## src/rtl/rd_lat_timer.sv

```systemverilog
`default_nettype none
// ============================================================================
// rd_lat_timer : down-counter raising the sample strobe RD_LAT cycles after load
// Revision     : 1.0
// ============================================================================
module rd_lat_timer #(
  parameter int RD_LAT = 1
) (
  input  logic clk,
  input  logic rst,
  input  logic load,
  output logic strobe
);

  localparam int CNT_W = 3;

  logic [CNT_W-1:0] r_cnt;

  always_ff @(posedge clk or posedge rst) begin
    if (rst) begin
      r_cnt <= '0;
    end else if (load) begin
      r_cnt <= CNT_W'(RD_LAT);
    end else if (r_cnt != '0) begin
      r_cnt <= r_cnt - CNT_W'(1);
    end
  end

  // Last count before expiry marks the edge on which read data is valid.
  assign strobe = (r_cnt == CNT_W'(1));

endmodule
`default_nettype wire

```

## config.mk

```make
export PLATFORM = sky130hd
export DESIGN_NAME = rd_lat_timer
export DESIGN_NICKNAME = d
export VERILOG_FILES = /design/src/rtl/rd_lat_timer.sv
export SDC_FILE = /design/constraint.sdc
export NUM_CORES = 1
export LEC_CHECK = 0
export CAP_MARGIN = 20
export CORE_AREA = 10 10 47 49
export DETAILED_ROUTE_END_ITERATION = 10
export DIE_AREA = 0 0 57 59
export GPL_ROUTABILITY_DRIVEN = 0
export PLACE_DENSITY = 0.42
export SKIP_CTS_REPAIR_TIMING = 1
export SLEW_MARGIN = 40
export SYNTH_ARGS = -nofsm -noshare
export SYNTH_HDL_FRONTEND = slang
export SYNTH_SLANG_ARGS = --single-unit
```

## constraint.sdc

```tcl
create_clock -name clk -period 1.82 [get_ports clk]
set_clock_uncertainty 0.2 [all_clocks]
set_input_delay 0.364 -clock clk [delete_from_list [all_inputs] [get_ports clk]]
set_output_delay 0.364 -clock clk [all_outputs]
set_load 0.02 [all_outputs]
```

# Word level (Yosys, flattened, before mapping)
# Cells that the tools add are included.
# W data, S select, Z words.
dict set report word_totals {
  output_inout_bits 1
  word_cells 7
  regBits 3
}
dict set report op_classes {
  n_mux 2
  n_eq_ne 1
  n_reduce_logical 2
  n_addsub 1
}
# operator count
set op_table {}
lappend op_table {{$mux W3} 2}
lappend op_table {{$eq A3 B1 Y1 const B} 1}
lappend op_table {{$reduce_bool A3 Y1} 1}
lappend op_table {{$sub A3 B1 Y3 const B} 1}
lappend op_table {{$reduce_bool A2 Y1} 1}

# Logic depth before layout (Yosys ltp)
# Gate-level depths: netlist (run 1).
dict set report logic_depth {
  word_depth 3
  ltp_mapped 4
}

# Worst setup path before layout (run 1)
# No wires, ideal clock.
dict set report synth_path {
  path_type {flip-flop to flip-flop}
  start {register r_cnt[0]}
  end {register r_cnt[2]}
  synth_period_minus_slack_ns 1.351
  setup_time_ns 0.073
  path_buffers 0
  required_ns 1.547
  stages_incl_launch_ff 5
  slack_ns 0.469
  t_arrival_ns 1.078
  path_cell_list {dfrtp_1 > inv_1 > ha_1 > or3b_1 > a21oi_2}
}
dict set report synth_between {
  elab_chain_cells 3
}
# element line_no
set synth_rtl {}
lappend synth_rtl {{from (decl)} 17} ;# logic [CNT_W-1:0] r_cnt;
lappend synth_rtl {{from (signal assigned)} 23} ;# r_cnt <= CNT_W'(RD_LAT);
lappend synth_rtl {{from (signal assigned)} 25} ;# r_cnt <= r_cnt - CNT_W'(1);
lappend synth_rtl {{$sub A3 B1 Y3} 25}
lappend synth_rtl {{$mux W3} 24} ;# end else if (r_cnt != '0) begin
lappend synth_rtl {{$mux W3} 22} ;# end else if (load) begin
# Several ways; a longest one is shown, not always the timed one. The select of a mux whose other input is x is not followed.
# A chain may end at the register's enable or synchronous reset.

# Worst setup path in the final report (run 1)
dict set report layout_path {
  start {register r_cnt[1]}
  end {output port strobe}
}
dict set report layout_between {
  elab_chain_cells 1
}
# element line_no
set layout_rtl {}
lappend layout_rtl {{$eq A3 B1 Y1} 30} ;# assign strobe = (r_cnt == CNT_W'(1));
lappend layout_rtl {{to (decl)} 12} ;# output logic strobe
# No other way between the ends.

==> impl_results.html, run 1 <==
<table>
<tr><th>Metric</th><th>Value</th></tr>
<tr><th colspan="2">Layout</th></tr>
<tr><td>Growth of design area from synthesis to finish</td><td>51.3%</td></tr>
<tr><td>Antenna diodes</td><td>0</td></tr>
<tr><td>Fraction of the core area covered by cells at the end of the flow</td><td>21.3%</td></tr>
<tr><td>Sequential cell area in the final layout</td><td>75.1 µm²</td></tr>
<tr><td>Area of the multi-input gates</td><td>111 µm²</td></tr>
<tr><td>Share of post-route cells with drive strength above 1</td><td>24.1%</td></tr>
<tr><td>FILL cells</td><td>157</td></tr>
<tr><td>Post-layout net count</td><td>36</td></tr>
<tr><td>Largest registers</td><td>r_cnt: 3 flops</td></tr>
<tr><td>Largest register by flop count</td><td>r_cnt</td></tr>
<tr><td>Number of flip-flops in the largest register</td><td>3</td></tr>
<tr><th colspan="2">Power and ir drop</th></tr>
<tr><td>Power Internal</td><td>0.000305 W</td></tr>
<tr><td>Logic pwr share</td><td>51.1%</td></tr>
<tr><td>Net load switching power</td><td>0.000155 W</td></tr>
<tr><td>Clock network fraction of total power</td><td>25.6%</td></tr>
<tr><td>Leak pwr</td><td>0.152 nW</td></tr>
<tr><td>Sequential fraction of design power</td><td>23.3%</td></tr>
<tr><td>Net Sw Frac</td><td>33.8%</td></tr>
<tr><td>Post-route total power</td><td>0.000460 W</td></tr>
<tr><td>VDD IR max</td><td>549 µV</td></tr>
<tr><td>Power Density</td><td>1540 nW/µm²</td></tr>
<tr><th colspan="2">Logic synthesis</th></tr>
<tr><td>Netlist area before placement</td><td>198 µm²</td></tr>
<tr><td>Post-synthesis adder-cell area fraction</td><td>19.0%</td></tr>
<tr><td>Avg Synthesized Cell Area</td><td>10.4 µm²</td></tr>
<tr><td>Sequential element share of the synthesized area</td><td>38.0%</td></tr>
<tr><td>Simple logic cell fraction of the synthesized area</td><td>24.1%</td></tr>
<tr><td>FF+latch count, synth</td><td>3</td></tr>
<tr><td>Compound-cell area share of the yosys netlist</td><td>8.23%</td></tr>
<tr><td>Mapped Cells</td><td>19</td></tr>
<tr><td>Synth Net Count</td><td>25</td></tr>
<tr><td>Post-synthesis mux area share</td><td>5.06%</td></tr>
<tr><td>Ys Warns</td><td>0</td></tr>
<tr><td>Dominant combinational cell family by area after synthesis</td><td>simple AND/OR/NAND/NOR gates</td></tr>
<tr><td>Netlist cell types</td><td>13</td></tr>
<tr><td>Parity-gate share of the synthesized area counting xor and xnor cells</td><td>0%</td></tr>
<tr><th colspan="2">Status</th></tr>
<tr><td>Result of the run</td><td>finished, final reports clean</td></tr>
<tr><th colspan="2">Flow run</th></tr>
<tr><td>Count of maximum capacitance violations</td><td>0</td></tr>
<tr><th colspan="2">Timing</th></tr>
<tr><td>Final Cycle Share</td><td>93.7%</td></tr>
<tr><td>Number of failing setup endpoints in the final timing report</td><td>0</td></tr>
<tr><td>Tmin final</td><td>1.70 ns</td></tr>
<tr><td>Transition time at the pin with the least slew margin</td><td>0.236 ns</td></tr>
<tr><td>Post-route worst setup slack</td><td>0.115 ns</td></tr>
<tr><td>Setup repair after global routing missed its margin</td><td>false</td></tr>
<tr><td>Slew Viols, Final</td><td>0</td></tr>
<tr><td>Maximum clock frequency</td><td>587 MHz</td></tr>
<tr><td>Max-slew headroom</td><td>84.2%</td></tr>
<tr><td>Hold violation total from the final report</td><td>0</td></tr>
<tr><th colspan="2">Floorplanning</th></tr>
<tr><td>I/O pin cnt</td><td>4</td></tr>
<tr><td>Standard-cell row count</td><td>14</td></tr>
<tr><td>Die X</td><td>57 µm</td></tr>
<tr><td>Core Box Area</td><td>1400 µm²</td></tr>
<tr><td>Effective utilization at floorplan</td><td>14.1%</td></tr>
<tr><td>DIE AREA</td><td>3360 µm²</td></tr>
<tr><td>Vertical die dimension</td><td>59 µm</td></tr>
<tr><th colspan="2">Global route</th></tr>
<tr><td>GRT Total Usage</td><td>2.55%</td></tr>
<tr><td>Total grt overflow</td><td>0</td></tr>
<tr><td>Vias in the first global route</td><td>168</td></tr>
<tr><td>Largest net degree at the start of global routing</td><td>5</td></tr>
<tr><td>Antenna violations before repair</td><td>0</td></tr>
<tr><td>Wire length of the first global-routing pass</td><td>607 µm</td></tr>
<tr><th colspan="2">Placement</th></tr>
<tr><td># port buffers</td><td>3</td></tr>
<tr><td>Worst setup slack after placement</td><td>-0.0379 ns</td></tr>
<tr><th colspan="2">Route</th></tr>
<tr><td>Average wire per standard cell</td><td>8.04 µm</td></tr>
<tr><td>Number of detailed-route iterations in the first pass</td><td>4</td></tr>
<tr><td>Iteration-0 DRC count of the detailed router</td><td>5</td></tr>
<tr><td>Per-cell via count in the routed design</td><td>3.62</td></tr>
<tr><td>Final routed DRC violation total</td><td>0</td></tr>
<tr><td>Count of antenna-violating nets left after detailed routing</td><td>0</td></tr>
<tr><td>Overall via count from detail_route</td><td>163</td></tr>
<tr><td>Routed Wire Length</td><td>362 µm</td></tr>
<tr><th colspan="2">Critical path</th></tr>
<tr><td>Critical path peak fanout</td><td>2</td></tr>
<tr><td>Crit Path Category</td><td>reg2out</td></tr>
<tr><td>CP Capture Type</td><td>primary output</td></tr>
<tr><td>Worst endpoint data arrival time</td><td>1.14 ns</td></tr>
<tr><td>Required time of the critical path</td><td>1.26 ns</td></tr>
<tr><td>Startpoint Class</td><td>flop</td></tr>
<tr><th colspan="2">Clocking</th></tr>
<tr><td>CTS H-tree lvls</td><td>1</td></tr>
<tr><td>Clock tree from TritonCTS</td><td>built</td></tr>
<tr><td>Clock transition at the register clock pins on the worst setup and hold paths after CTS</td><td>0.04 ns</td></tr>
<tr><td>Buffers from clock root to sink, at most</td><td>2</td></tr>
<tr><td>Latest clock arrival within the worst-skew pair</td><td>0.23 ns</td></tr>
<tr><td>Number of clock sinks</td><td>3</td></tr>
<tr><td>CTS Buf Count</td><td>3</td></tr>
<tr><td>Clk Tree Root Cell</td><td>sky130_fd_sc_hd__clkbuf_4</td></tr>
<tr><th colspan="2">Min path</th></tr>
<tr><td>Worst min-delay path category</td><td>in2async</td></tr>
</table>
## critical path, cell delays in order, from the launching register on
cell and delay, ns:
sky130_fd_sc_hd__dfrtp_1 0.34, sky130_fd_sc_hd__inv_1 0.06, sky130_fd_sc_hd__ha_1 0.16, sky130_fd_sc_hd__and2b_1 0.14, sky130_fd_sc_hd__dlymetal6s2s_1 0.20
## kinds of logic (layout without fill, tap and decap cells)
| logic type | after synthesis | count (layout) |
|---|---|---|
| AO/OA/AOI/OAI | 2 | 2 |
| adder cells (fa/ha/maj) | 3 | 3 |
| buffers and inverters | 3 | 13 |
| flip-flops | 3 | 3 |
| multiplexers | 1 | 1 |
| AND/OR/NAND/NOR | 7 | 7 |
## synth_stat cells (all sizes together)
| library cell | n | area [µm²] |
|---|---|---|
| a211oi | 1 | 7.51 |
| a21oi | 1 | 8.76 |
| and2b | 1 | 7.51 |
| dfrtp | 3 | 75.1 |
| ha | 3 | 37.5 |
| inv | 3 | 11.3 |
| mux2i | 1 | 10.0 |
| nand2b | 1 | 6.26 |
| nor2 | 1 | 3.75 |
| nor2b | 1 | 6.26 |
| nor3b | 1 | 7.51 |
| or2b | 1 | 7.51 |
| or3b | 1 | 8.76 |
## worst paths after layout
path                       slack [ns]                 start  cells past startpoint                    to
max                              0.12  r_cnt[1]$_DFFE_PP0P_                      4                strobe
min                              0.09                   rst                      2  r_cnt[2]$_DFFE_PP0P_
max reg2reg                      0.33  r_cnt[0]$_DFFE_PP0P_                      5  r_cnt[2]$_DFFE_PP0P_
min reg2reg                      0.45  r_cnt[2]$_DFFE_PP0P_                      3  r_cnt[2]$_DFFE_PP0P_
max in group asynchronous        1.20                   rst                      2  r_cnt[1]$_DFFE_PP0P_
min in group clk                 0.45  r_cnt[2]$_DFFE_PP0P_                      3  r_cnt[2]$_DFFE_PP0P_
## routing by layer
metal  vias to the layer above  wire [µm]  global-route usage (%)  share of wire (%)
li1                         80          -                       -                  -
met1                        77        150                    2.01                 41
met2                         6        166                    3.41                 46
met3                         0         46                    3.65                 13
met4                         0          0                    1.01                  0
met5                         -          0                       0                  0
## area by class of cell
cell class	count	share of cell area (%)
well taps	16	6.69
inverters	3	3.77
repair buffers	6	18.4
flip-flops and latches	3	25.1
multi-input cells	13	37.2
clock buffers	4	8.79
## through the flow
step	setup TNS, ns	area (µm²)	hold slack, ns	instances
2_1_floorplan	0	198	-0.0824	19
3_3_place_gp	-0.0264	270	0.337	41
3_5_place_dp	-0.0379	270	0.337	41
4_1_cts	-0.287	297	0.0852	45
5_1_grt	0	299	0.0993	45
6_report	0	299	0.0877	45
## cells in the final DEF (no fill, tap or decap), types with 2 or more instances in the layout
cell type / n
sky130_fd_sc_hd__buf_4: 3
sky130_fd_sc_hd__clkbuf_4: 3
sky130_fd_sc_hd__clkdlybuf4s50_1: 2
sky130_fd_sc_hd__dfrtp_1: 3
sky130_fd_sc_hd__ha_1: 3
sky130_fd_sc_hd__inv_1: 3
## power groups by stage
stage                     Combinational [W]  Clock [W]  Sequential (W)
final                              0.000235   0.000118        0.000107
after CTS                          0.000245   0.000122        0.000108
after global routing               0.000266   0.000133        0.000110
after global placement             0.000238          0        0.000109
after detailed placement           0.000243          0        0.000108
after floorplan                    0.000138          0        0.000110
No activity file was read; power rests on OpenSTA's default activity.
==> run 2: changes to the inputs <==
CTS_CLUSTER_SIZE = 30   (was not set)
==> results of run 2 <==
Same layout as run 1: the final DEF is identical, and so are final timing and power.
==> run 3: changes to the inputs <==
==> constraint.sdc (replaced) <==
create_clock -name clk -period 1.9 [get_ports clk]
set_clock_uncertainty 0.2 [all_clocks]
set_input_delay 0.19 -clock clk [delete_from_list [all_inputs] [get_ports clk]]
set_output_delay 0.19 -clock clk [all_outputs]
set_load 0.02 [all_outputs]
==> impl_results.html, run 3 (synthesis gave the netlist of run 1 again) <==
<table>
<tr><th>Metric</th><th>Value</th></tr>
<tr><th colspan="2">Critical path</th></tr>
<tr><td>Number of buffers and inverters on the critical path</td><td>1</td></tr>
<tr><td>Critical path peak fanout</td><td>4</td></tr>
<tr><td>Critical path's slowest cell</td><td>sky130_fd_sc_hd__dfrtp_1</td></tr>
<tr><td>R2r startpoint</td><td>r_cnt[0]$_DFFE_PP0P_</td></tr>
<tr><td>CP Capture Type</td><td>primary output</td></tr>
<tr><td>CP top delay family</td><td>flip-flops</td></tr>
<tr><td>Crit Path Category</td><td>reg2out</td></tr>
<tr><td>Largest stage delay, worst path</td><td>0.40 ns</td></tr>
<tr><td>Required time of the critical path</td><td>1.51 ns</td></tr>
<tr><td>Reg-to-reg setup timing slack</td><td>0.45 ns</td></tr>
<tr><td>R2R cell count</td><td>4</td></tr>
<tr><td>Capture instance of the worst register-to-register path</td><td>r_cnt[2]$_DFFE_PP0P_</td></tr>
<tr><td>Worst endpoint data arrival time</td><td>1.18 ns</td></tr>
<tr><td>Cell chain of the critical path</td><td>ha_1, and2b_1, dlymetal6s2s_1</td></tr>
<tr><td>Startpoint Class</td><td>flop</td></tr>
<tr><th colspan="2">Floorplanning</th></tr>
<tr><td>Effective utilization at floorplan</td><td>14.1%</td></tr>
<tr><td>Vertical die dimension</td><td>59 µm</td></tr>
<tr><td>Core Box Area</td><td>1400 µm²</td></tr>
<tr><td>Standard-cell row count</td><td>14</td></tr>
<tr><td>DIE AREA</td><td>3360 µm²</td></tr>
<tr><td>I/O pin cnt</td><td>4</td></tr>
<tr><td>Die X</td><td>57 µm</td></tr>
<tr><th colspan="2">Layout</th></tr>
<tr><td>Sequential cell area in the final layout</td><td>75.1 µm²</td></tr>
<tr><td>Post-layout net count</td><td>34</td></tr>
<tr><td>Growth of design area from synthesis to finish</td><td>44.9%</td></tr>
<tr><td>Final std cell area, no fill</td><td>287 µm²</td></tr>
<tr><td>Area of the multi-input gates</td><td>111 µm²</td></tr>
<tr><td>Number of flip-flops in the largest register</td><td>3</td></tr>
<tr><td>Top library cells by usage in the layout, fill and taps aside</td><td>sky130_fd_sc_hd__inv_1 (3), sky130_fd_sc_hd__ha_1 (3), sky130_fd_sc_hd__clkbuf_4 (3), sky130_fd_sc_hd__dfrtp_1 (3), sky130_fd_sc_hd__clkdlybuf4s50_1 (2)</td></tr>
<tr><td>Largest register by flop count</td><td>r_cnt</td></tr>
<tr><td>Largest registers</td><td>r_cnt: 3 flops</td></tr>
<tr><td>Antenna diodes</td><td>0</td></tr>
<tr><td>FILL cells</td><td>165</td></tr>
<tr><td>Share of post-route cells with drive strength above 1</td><td>14.8%</td></tr>
<tr><td>Fraction of the core area covered by cells at the end of the flow</td><td>20.4%</td></tr>
<tr><th colspan="2">Power and ir drop</th></tr>
<tr><td>Power Internal</td><td>0.000264 W</td></tr>
<tr><td>Power Density</td><td>1410 nW/µm²</td></tr>
<tr><td>Net Sw Frac</td><td>34.9%</td></tr>
<tr><td>Clock network fraction of total power</td><td>27.7%</td></tr>
<tr><td>Logic pwr share</td><td>45.2%</td></tr>
<tr><td>Leak pwr</td><td>0.141 nW</td></tr>
<tr><td>Net load switching power</td><td>0.000141 W</td></tr>
<tr><td>Sequential fraction of design power</td><td>27.2%</td></tr>
<tr><td>Post-route total power</td><td>0.000405 W</td></tr>
<tr><td>VDD IR max</td><td>330 µV</td></tr>
<tr><th colspan="2">Global route</th></tr>
<tr><td>Total grt overflow</td><td>0</td></tr>
<tr><td>Vias in the first global route</td><td>142</td></tr>
<tr><td>GR met3 Demand/Resource</td><td>1.29%</td></tr>
<tr><td>Wire length of the first global-routing pass</td><td>517 µm</td></tr>
<tr><td>GRT Total Usage</td><td>2.16%</td></tr>
<tr><td>Largest net degree at the start of global routing</td><td>6</td></tr>
<tr><td>Most used routing layer</td><td>met4</td></tr>
<tr><td>Met1 track demand over resource</td><td>2.13%</td></tr>
<tr><td>Antenna violations before repair</td><td>0</td></tr>
<tr><td>Met2 layer usage reported by global route</td><td>2.64%</td></tr>
<tr><th colspan="2">Clocking</th></tr>
<tr><td>Clock tree from TritonCTS</td><td>built</td></tr>
<tr><td>Clk Tree Root Cell</td><td>sky130_fd_sc_hd__clkbuf_4</td></tr>
<tr><td>Latest clock arrival within the worst-skew pair</td><td>0.23 ns</td></tr>
<tr><td>Buffers from clock root to sink, at most</td><td>2</td></tr>
<tr><td>Clock transition at the register clock pins on the worst setup and hold paths after CTS</td><td>0.04 ns</td></tr>
<tr><td>CTS Buf Count</td><td>3</td></tr>
<tr><td>CTS H-tree lvls</td><td>1</td></tr>
<tr><td>Number of clock sinks</td><td>3</td></tr>
<tr><th colspan="2">Timing</th></tr>
<tr><td>Final Cycle Share</td><td>82.5%</td></tr>
<tr><td>Setup repair after global routing missed its margin</td><td>false</td></tr>
<tr><td>Slew Viols, Final</td><td>0</td></tr>
<tr><td>Transition time at the pin with the least slew margin</td><td>0.234 ns</td></tr>
<tr><td>Post-route worst setup slack</td><td>0.332 ns</td></tr>
<tr><td>Maximum clock frequency</td><td>638 MHz</td></tr>
<tr><td>Hold violation total from the final report</td><td>0</td></tr>
<tr><td>Smallest hold slack</td><td>0.393 ns</td></tr>
<tr><td>Max-slew headroom</td><td>84.4%</td></tr>
<tr><td>Number of failing setup endpoints in the final timing report</td><td>0</td></tr>
<tr><td>Tmin final</td><td>1.57 ns</td></tr>
<tr><th colspan="2">Route</th></tr>
<tr><td>Number of detailed-route iterations in the first pass</td><td>2</td></tr>
<tr><td>Iteration-0 DRC count of the detailed router</td><td>2</td></tr>
<tr><td>Overall via count from detail_route</td><td>144</td></tr>
<tr><td>Average wire per standard cell</td><td>8.42 µm</td></tr>
<tr><td>Per-cell via count in the routed design</td><td>3.35</td></tr>
<tr><td>Final routed DRC violation total</td><td>0</td></tr>
<tr><td>Count of antenna-violating nets left after detailed routing</td><td>0</td></tr>
<tr><td>Routed Wire Length</td><td>362 µm</td></tr>
<tr><th colspan="2">Min path</th></tr>
<tr><td>Beginning of the worst hold path</td><td>load</td></tr>
<tr><td>Worst min-delay path category</td><td>in2reg</td></tr>
<tr><td>Endpoint with the worst hold slack</td><td>r_cnt[2]$_DFFE_PP0P_</td></tr>
<tr><td>Number of instances on the worst hold path</td><td>2</td></tr>
<tr><th colspan="2">Status</th></tr>
<tr><td>Result of the run</td><td>finished, final reports clean</td></tr>
<tr><th colspan="2">Placement</th></tr>
<tr><td>Placement Cell Area</td><td>248 µm²</td></tr>
<tr><td>Worst setup slack after placement</td><td>0.196 ns</td></tr>
<tr><td># port buffers</td><td>3</td></tr>
<tr><th colspan="2">Flow run</th></tr>
<tr><td>Count of maximum capacitance violations</td><td>0</td></tr>
</table>
[run 3: cell count changes in the layout (fill, tap and decap cells not counted), sizes merged]
cell and delta:
buf -3, dlygate4sd3 +1
[run 3: metrics by stage]
step	instances	TNS, ns
2_1_floorplan	19	0
3_3_place_gp	38	0
3_5_place_dp	38	0
4_1_cts	42	-0.0558
5_1_grt	43	0
6_report	43	0
[run 3: power groups by stage]
stage               registers, W  clock network (W)  logic [W]
floorplan               0.000105                  0   0.000132
global placement        0.000111                  0   0.000184
detailed placement      0.000112                  0   0.000188
CTS                     0.000111           0.000119   0.000189
global route            0.000114           0.000122   0.000203
finish                  0.000110           0.000112   0.000183
[run 3: cell type report]
class | instances | share of cell area [%]
Tap cell | 16 | 6.99
Timing Repair Buffer | 4 | 14.8
Inverter | 3 | 3.93
Multi-Input combinational cell | 13 | 38.9
Sequential cell | 3 | 26.2
Clock buffer | 4 | 9.17
[run 3: how the worst max path moves through the flow]
stage                               startpoint  slack [ns]              endpoint  cells past startpoint
after floorplan           r_cnt[0]$_DFFE_PP0P_        0.55  r_cnt[2]$_DFFE_PP0P_                      4
after global placement    r_cnt[1]$_DFFE_PP0P_        0.21                strobe                      4
after detailed placement  r_cnt[1]$_DFFE_PP0P_        0.20                strobe                      4
after CTS                 r_cnt[1]$_DFFE_PP0P_       -0.06                strobe                      4
after global routing      r_cnt[1]$_DFFE_PP0P_        0.25                strobe                      4
final                     r_cnt[0]$_DFFE_PP0P_        0.33                strobe                      3
[run 3: worst reg2reg max path: stages (launching register included)]
cell,delay [ns]
sky130_fd_sc_hd__dfrtp_1,0.39
sky130_fd_sc_hd__inv_1,0.08
sky130_fd_sc_hd__ha_1,0.22
sky130_fd_sc_hd__or3b_1,0.37
sky130_fd_sc_hd__a21oi_2,0.12
[run 3: layer usage]
layer  wire [µm]  vias to the layer above
met1         187                       62
met5           0                        -
li1            -                       76
met3          26                        0
met2         148                        6
met4           0                        0
